$ cat config.mk
export PLATFORM = sky130hd
export DESIGN_NAME = isa_io_responder
export DESIGN_NICKNAME = d
export VERILOG_FILES = /design/src/rtl/isa_pkg.sv /design/src/rtl/isa_strobe_sync.sv /design/src/rtl/isa_io_responder.sv
export SDC_FILE = /design/constraint.sdc
export NUM_CORES = 1
export LEC_CHECK = 0
export BUFFER_PORTS_ARGS = -buffer_cell sky130_fd_sc_hd__buf_2
export CAP_MARGIN = 10
export CORE_MARGIN = 3
export CORE_UTILIZATION = 55
export CTS_BUF_LIST = sky130_fd_sc_hd__clkbuf_4 sky130_fd_sc_hd__clkbuf_8 sky130_fd_sc_hd__clkbuf_16
export CTS_CLUSTER_SIZE = 16
export DETAILED_ROUTE_END_ITERATION = 12
export HOLD_SLACK_MARGIN = 0.08
export PLACE_DENSITY_LB_ADDON = 0.12
export RECOVER_POWER = 50
export SETUP_SLACK_MARGIN = 0.3
export SLEW_MARGIN = 25
export SYNTH_ARGS = -nofsm -noshare
export SYNTH_HDL_FRONTEND = slang
export SYNTH_HIERARCHICAL = 1
export SYNTH_SLANG_ARGS = --single-unit
$ cat constraint.sdc
create_clock -name clk -period 4.4 [get_ports clk]
set_clock_uncertainty 0.05 [all_clocks]
set_input_delay 0.66 -clock clk [delete_from_list [all_inputs] [get_ports clk]]
set_output_delay 0.66 -clock clk [all_outputs]
set_load 0.005 [all_outputs]
$ cat src/rtl/isa_pkg.sv
// Shared definitions for the ISA 8-bit I/O responder: bus widths, window size,
// FSM state encoding and the register/status byte selector.
package isa_pkg;

    localparam int unsigned ISA_ADDR_W   = 10;
    localparam int unsigned ISA_DATA_W   = 8;
    localparam int unsigned ISA_WIN_SIZE = 8;

    typedef enum logic [2:0] {
        IDLE      = 3'd0,
        IGNORE    = 3'd1,
        WR_ACTIVE = 3'd2,
        WR_COMMIT = 3'd3,
        RD_WAIT   = 3'd4,
        RD_DRIVE  = 3'd5
    } isa_state_t;

    // Offsets 0..3 map to the ctrl bytes, 4..7 to the status bytes.
    function automatic logic [ISA_DATA_W-1:0] isa_reg_byte(
        input logic [31:0] ctrl,
        input logic [31:0] status,
        input logic [2:0]  off
    );
        logic [31:0] src;
        src = off[2] ? status : ctrl;
        return src[{off[1:0], 3'b000} +: 8];
    endfunction

endpackage

$ cat src/rtl/isa_strobe_sync.sv
// Multi-flop synchronizer for an asynchronous active-low ISA strobe; resets to
// the inactive (high) level.
module isa_strobe_sync #(
    parameter int unsigned SYNC_STAGES = 2
) (
    input  logic clk,
    input  logic reset,
    input  logic strobe_n_i,
    output logic strobe_n_o
);

    logic [SYNC_STAGES-1:0] chain_q;

    always_ff @(posedge clk) begin
        if (!reset) begin
            chain_q <= '1;
        end else begin
            chain_q <= {chain_q[SYNC_STAGES-2:0], strobe_n_i};
        end
    end

    assign strobe_n_o = chain_q[SYNC_STAGES-1];

endmodule

$ cat src/rtl/isa_io_responder.sv
// ISA 8-bit I/O target: decodes an 8-byte window, holds four host-writable
// control bytes, returns control/status bytes on reads with IOCHRDY waits.
module isa_io_responder
    import isa_pkg::*;
#(
    parameter logic [ISA_ADDR_W-1:0] BASE_ADDR   = 10'h220,
    parameter int unsigned           READ_WAIT   = 2,
    parameter int unsigned           SYNC_STAGES = 2
) (
    input  logic                  clk,
    input  logic                  reset,
    input  logic [ISA_ADDR_W-1:0] sa,
    input  logic                  aen,
    input  logic                  iow_n,
    input  logic                  ior_n,
    input  logic [ISA_DATA_W-1:0] sd_in,
    output logic [ISA_DATA_W-1:0] sd_out,
    output logic                  sd_oe,
    output logic                  iochrdy,
    input  logic [31:0]           status_in,
    output logic [31:0]           ctrl_out,
    output logic                  wr_evt,
    output logic                  rd_evt,
    output logic [2:0]            evt_index,
    output logic                  bus_err
);

    localparam int unsigned CNT_W = (READ_WAIT < 2) ? 1 : $clog2(READ_WAIT);

    logic ior_sync_n, iow_sync_n;
    logic iors, iows, hit;

    isa_strobe_sync #(.SYNC_STAGES(SYNC_STAGES)) u_ior_sync (
        .clk        (clk),
        .reset      (reset),
        .strobe_n_i (ior_n),
        .strobe_n_o (ior_sync_n)
    );

    isa_strobe_sync #(.SYNC_STAGES(SYNC_STAGES)) u_iow_sync (
        .clk        (clk),
        .reset      (reset),
        .strobe_n_i (iow_n),
        .strobe_n_o (iow_sync_n)
    );

    assign iors = ~ior_sync_n;
    assign iows = ~iow_sync_n;
    assign hit  = (sa[9:3] == BASE_ADDR[9:3]) && !aen;

    isa_state_t            state_q, state_d;
    logic [2:0]            offset_q, offset_d;
    logic [ISA_DATA_W-1:0] wdata_q, wdata_d;
    logic [CNT_W-1:0]      cnt_q, cnt_d;
    logic [31:0]           ctrl_q, ctrl_d;
    logic [ISA_DATA_W-1:0] sd_out_q, sd_out_d;
    logic                  sd_oe_q, sd_oe_d;
    logic                  iochrdy_q, iochrdy_d;
    logic                  wr_evt_q, wr_evt_d;
    logic                  rd_evt_q, rd_evt_d;
    logic                  bus_err_q, bus_err_d;
    logic [2:0]            evt_index_q, evt_index_d;
    logic                  both_q, both_d;

    always_comb begin
        state_d     = state_q;
        offset_d    = offset_q;
        wdata_d     = wdata_q;
        cnt_d       = cnt_q;
        ctrl_d      = ctrl_q;
        sd_out_d    = sd_out_q;
        sd_oe_d     = sd_oe_q;
        iochrdy_d   = 1'b1;
        wr_evt_d    = 1'b0;
        rd_evt_d    = 1'b0;
        bus_err_d   = 1'b0;
        evt_index_d = evt_index_q;
        both_d      = iors && iows;

        case (state_q)
            IDLE: begin
                // Conflict flags once on its leading edge, not every cycle it persists.
                if (iors && iows) begin
                    bus_err_d = !both_q;
                end else if (iors || iows) begin
                    if (!hit) begin
                        state_d = IGNORE;
                    end else begin
                        offset_d = sa[2:0];
                        if (iows) begin
                            state_d = WR_ACTIVE;
                        end else if (READ_WAIT > 0) begin
                            state_d   = RD_WAIT;
                            cnt_d     = CNT_W'(READ_WAIT - 1);
                            iochrdy_d = 1'b0;
                        end else begin
                            state_d     = RD_DRIVE;
                            sd_oe_d     = 1'b1;
                            sd_out_d    = isa_reg_byte(ctrl_q, status_in, sa[2:0]);
                            rd_evt_d    = 1'b1;
                            evt_index_d = sa[2:0];
                        end
                    end
                end
            end
            IGNORE: begin
                if (!iors && !iows) state_d = IDLE;
            end
            WR_ACTIVE: begin
                if (iows) wdata_d = sd_in;
                else      state_d = WR_COMMIT;
            end
            WR_COMMIT: begin
                if (!offset_q[2]) ctrl_d[{offset_q[1:0], 3'b000} +: 8] = wdata_q;
                wr_evt_d    = 1'b1;
                evt_index_d = offset_q;
                state_d     = IDLE;
            end
            RD_WAIT: begin
                if (!iors) begin
                    state_d = IDLE;
                end else if (cnt_q == '0) begin
                    state_d     = RD_DRIVE;
                    sd_oe_d     = 1'b1;
                    sd_out_d    = isa_reg_byte(ctrl_q, status_in, offset_q);
                    rd_evt_d    = 1'b1;
                    evt_index_d = offset_q;
                end else begin
                    cnt_d     = cnt_q - CNT_W'(1);
                    iochrdy_d = 1'b0;
                end
            end
            RD_DRIVE: begin
                if (!iors) begin
                    sd_oe_d = 1'b0;
                    state_d = IDLE;
                end else begin
                    sd_out_d = isa_reg_byte(ctrl_q, status_in, offset_q);
                end
            end
            default: state_d = IDLE;
        endcase
    end

    always_ff @(posedge clk) begin
        if (!reset) begin
            state_q     <= IDLE;
            offset_q    <= '0;
            wdata_q     <= '0;
            cnt_q       <= '0;
            ctrl_q      <= '0;
            sd_out_q    <= '0;
            sd_oe_q     <= 1'b0;
            iochrdy_q   <= 1'b1;
            wr_evt_q    <= 1'b0;
            rd_evt_q    <= 1'b0;
            bus_err_q   <= 1'b0;
            evt_index_q <= '0;
            both_q      <= 1'b0;
        end else begin
            state_q     <= state_d;
            offset_q    <= offset_d;
            wdata_q     <= wdata_d;
            cnt_q       <= cnt_d;
            ctrl_q      <= ctrl_d;
            sd_out_q    <= sd_out_d;
            sd_oe_q     <= sd_oe_d;
            iochrdy_q   <= iochrdy_d;
            wr_evt_q    <= wr_evt_d;
            rd_evt_q    <= rd_evt_d;
            bus_err_q   <= bus_err_d;
            evt_index_q <= evt_index_d;
            both_q      <= both_d;
        end
    end

    assign sd_out    = sd_out_q;
    assign sd_oe     = sd_oe_q;
    assign iochrdy   = iochrdy_q;
    assign ctrl_out  = ctrl_q;
    assign wr_evt    = wr_evt_q;
    assign rd_evt    = rd_evt_q;
    assign bus_err   = bus_err_q;
    assign evt_index = evt_index_q;

endmodule
# Word level (Yosys, flattened, before mapping)
# Cells that the tools add are included.
[word_totals]
regBits = 68
output_inout_bits = 48
wordCells = 101
inputBits = 55
[classes]
n_eq_ne = 17
n_reduce_logical = 20
n_addsub = 2
mux = 38
bitwise_logic = 6
shifts = 3
[op_table]
columns = ["cell", "count"]
rows = [
  ["3-bit two-way mux", 11],
  ["32-bit bitwise mux", 1],
  ["32-bit two-way mux", 1],
  ["8-bit by 7-bit variable shift with 32-bit output, first input constant", 1],
  ["32-bit by 6-bit indexed part select with 8-bit output", 1],
  ["8-bit by 7-bit indexed part select with 32-bit output", 1],
  ["8-bit two-way mux", 3],
  ["1-bit two-way mux", 16],
  ["8-bit case mux with 2 select lines", 1],
  ["3-bit case mux with 5 select lines", 1],
  ["2-bit inequality test, second input constant", 7],
  ["4-bit AND reduction", 3],
  ["6-bit AND reduction", 2],
  ["7-bit equality test, second input constant", 1],
  ["5-bit negator with 7-bit output", 1],
  ["3-bit by 2-bit equality test with 1-bit output, second input constant", 2],
  ["3-bit equality test, second input constant", 2],
  ["2-bit by 1-bit inequality test with 1-bit output, second input constant", 3],
  ["1-bit NOT", 6],
  ["1-bit case mux with 2 select lines", 3],
  ["3-bit case mux with 2 select lines", 1],
  ["3-bit AND reduction", 2],
  ["2-bit nonzero test", 3],
  ["2-bit AND reduction", 2],
  ["other kinds (8)", 11],
]

# Depth between registers and ports, before layout
[logic_depth]
ltp_word = 6
depth_mapped = 7
ltp_nobuf = 5

# Modules after synthesis
# The synthesis kept the hierarchy.
[modules_own_cells]
columns = ["mod", "n_inst", "seq_area_each_um2", "cells_per_inst", "area_per_inst_um2"]
rows = [
  ["isa_io_responder", 1, 1281.2, 352, 3340.7],
  ["isa_strobe_sync", 2, 40.0, 4, 52.6],
]

# Worst setup path before layout
# OpenSTA, ideal clock, no wires.
[synth_path]
kind = "register to register"
start = "register offset_q[1]"
end = "register ctrl_q[16], in the netlist ctrl_out[16]"
path_stages_with_launch = 6
period_less_slack_ns = 1.856
n_path_buf = 0
setup_time_ns = 0.066
t_required_ns = 4.284
slack_ns = 2.544
arrival_ns = 1.740
cell_sequence = "dfxtp_1 clkinv_1 ha_1 nor3b_2 nand3_1 a21boi_2"
[synth_via]
elab_chain_cells = 3
word_cells_on_any_way = 4
classes_between = "add/sub: 1; shift: 2; mux: 1"
[synth_rtl]
columns = ["element", "line_no", "text"]
rows = [
  ["start, declared", "isa_io_responder.sv:52", "logic [2:0] offset_q, offset_d;"],
  ["start signal, assigned", "isa_io_responder.sv:162", "offset_q <= offset_d;"],
  ["5-bit negator with 7-bit output (*)", "isa_io_responder.sv:114", "if (!offset_q[2]) ctrl_d[{offset_q[1:0], 3'b000} +: 8] = wdata_q;"],
  ["8-bit by 7-bit indexed part select with 32-bit output or 8-bit by 7-bit variable shift with 32-bit output (tied branches)", "isa_io_responder.sv:114", ""],
  ["32-bit bitwise mux (*)", "isa_io_responder.sv:114", ""],
  ["end signal, assigned", "isa_io_responder.sv:165", "ctrl_q <= ctrl_d;"],
  ["end, declared", "isa_io_responder.sv:55", "logic [31:0] ctrl_q, ctrl_d;"],
]
# Every way passes the cells marked *; elsewhere a longest branch is shown, timed or not.
# A chain may end at the register's enable or synchronous reset.

==> impl_metrics.env <==
export IMPL_p_leak_uw=0.00166
export IMPL_irDropWorstVdd_uv=218
export IMPL_antenna_diode_count=0
export IMPL_cp_arrival_ns=3.22
export IMPL_yosysSeqAreaShare_pct=39.5
export IMPL_nets=512
export IMPL_cp_top_family="buffers and inverters"
export IMPL_clk_root_buffer_cell="clkbuf_8"
export IMPL_holdWs_ns=0.350
export IMPL_first_pass_iters=4
export IMPL_powerDensity_mw_per_mm2=276
export IMPL_cp_depth=5
export IMPL_clk_latency_ns=0.35
export IMPL_critPathMaxFanout=58
export IMPL_vias=3018
export IMPL_dieArea_mm2=0.00725
export IMPL_fillers=492
export IMPL_grt_start_max_net_pins=59
export IMPL_io_pins=103
export IMPL_drv_cap=1
export IMPL_fp_dieW_um=85.2
export IMPL_fmax_mhz=332
export IMPL_worstRegToRegCells=6
export IMPL_syn_cell_area_mm2=0.00345
export IMPL_worstHoldStart="both_q"
export IMPL_tightest_slew_ns=2.10
export IMPL_vias_per_cell=5.69
export IMPL_syn2layout_area_growth_pct=17.9
export IMPL_grt_pass1_wl_um=13800
export IMPL_ant_nets=0
export IMPL_syn_avg_cell_area_um2=9.57
export IMPL_route_detailed_wl_per_inst_um=16.5
export IMPL_tritoncts="yes"
export IMPL_cts_setup_buffers=0
export IMPL_path_buf_inv=1
export IMPL_cts_sinks=68
export IMPL_fp_dieH_um=85.2
export IMPL_dp_hpwl_um=6340
export IMPL_synthFlopType="dfxtp_1"
export IMPL_hold_depth=1
export IMPL_coreArea_mm2=0.00599
export IMPL_worstPathCellList="clkbuf_1 -> nand2b_1 -> nor2_1 -> nand2_1 -> o31ai_1"
export IMPL_timing_final_crit_share_pct=68.5
export IMPL_worstReg2RegStart="offset_q[0]"
export IMPL_numCtsBuffers=9
export IMPL_worstSetupPathType="input pin to register"
export IMPL_place_gp_congestion=0.854
export IMPL_violations="capacitance limit, slew limit"
export IMPL_drc_errors=0
export IMPL_cpMaxStageDelayCell="clkbuf_1"
export IMPL_max_slew_margin_rel_pct=-40.2
export IMPL_grt_overflow_total=0
export IMPL_rsz0062_at_grt="false"
export IMPL_crit_start="reset"
export IMPL_startpoint_type="input pin"
export IMPL_clk_pin_slew_worst_paths_ns=0.07
export IMPL_drt_iter0_markers=274
export IMPL_first_global_vias=2713
export IMPL_yosysWarnings=6
export IMPL_critPathMaxStageDelay_ns=1.47
export IMPL_clock_path_buffers=2
export IMPL_grtUsageTotal_pct=24.6
export IMPL_final_common_cell="buf_2"
export IMPL_end_kind="register"
export IMPL_synth_seq_cells=68
export IMPL_hold_viol_final=0
export IMPL_grt_antenna_before_repair=0
export IMPL_fin_crit_ns=3.01
export IMPL_cts_resized=0
export IMPL_cts_hold_buf=0
export IMPL_async_flop_share_pct=0
export IMPL_wl_um=8770
export IMPL_fin_setup_tns_ns=0
export IMPL_start_util_pct=57.5
export IMPL_num_rows=28
export IMPL_synthCells=360
export IMPL_synth_nets=420
export IMPL_synth_edf_count=0
export IMPL_htreeDepth=3
export IMPL_worstPathRequired_ns=4.61
export IMPL_ys_types=55
export IMPL_maxSlewViolCount=59
export IMPL_hold_class="register to register"
export IMPL_final_cell_mix="buf_2, dfxtp_1, nand2_1"
export IMPL_io_buffers=102
export IMPL_drive_gt1_share_pct=34.5
export IMPL_status="finished with violations"
export IMPL_setup_violations=0
-- power by group --
| group | switching, uW | internal (uW) |
|---|---|---|
| clock network | 224 | 217 |
| logic | 23.2 | 35.7 |
| registers | 4.55 | 619 |
-- state kept, by name (all words and copies together) (netlist names) --
signal and flops:
both_q 1, offset_q 3, sd_oe 1, evt_index 3, u_iow_sync/chain_q 2, u_ior_sync/chain_q 2, wr_evt 1, sd_out 8
iochrdy 1, bus_err 1, state_q 3, rd_evt 1, ctrl_out 32, cnt_q 1, wdata_q 8
-- cell type report --
class / count / area [um2] / share of cell area (%)
timing repair buffer: 103 / 502 / 12.3
inverter: 4 / 15.0 / 0.369
clock inverter: 3 / 15.0 / 0.369
multi-input combinational: 266 / 1930 / 47.5
tap: 75 / 93.8 / 2.31
clock buffer: 11 / 145 / 3.57
sequential: 68 / 1360 / 33.5
-- metrics by stage --
step	worst slack [ns]	instance area, um2	total power (uW)	util, %	std cells
CTS	1.92	4080	1130	68.1	530
global placement	1.96	3920	694	65.4	516
finish	1.39	4060	1120	67.8	530
global route	0.994	4060	1170	67.8	530
floorplan	2.54	3450	666	-	360
detailed placement	1.93	3920	695	65.4	516
-- synthesized netlist by cell type (8+ instances only) --
cell type	n	share of area, %
a21boi_2	16	5.2
dfxtp_1	68	40
mux2_2	14	4.6
mux2i_1	8	2.3
nand3_1	33	4.8
nor2_1	15	1.6
nand2_1	67	7.3
a21boi_1	16	3.5
o22ai_1	8	1.5
a21boi_0	8	1.7
nor2b_1	10	1.8
-- path summary, 6_finish.rpt --
kind | end | slack [ns]
worst max-delay path | sd_out[4] | 1.39
worst min-delay path | bus_err | 0.35
worst max register to register | ctrl_out[19] | 1.87
worst min register to register | bus_err | 0.35
-- cells by family after synthesis --
logic type                 synth area share (%)
adders and majority gates                  1.82
AOI/OAI and AO/OA                          17.9
buffers and inverters                      4.43
muxes                                      12.3
xor gates and xnor gates                  0.254
DFF                                        39.5
and+or+nand+nor                            23.8
-- layer usage --
layer  wire [um]  GRT usage (%)  up-vias
met5           0              0        -
met4         159           9.50        0
met3         679           5.24       14
met2        3850           35.9      127
met1        4090           35.8     1406
li1            -              -     1471
Power figures use the tool's default switching activity.
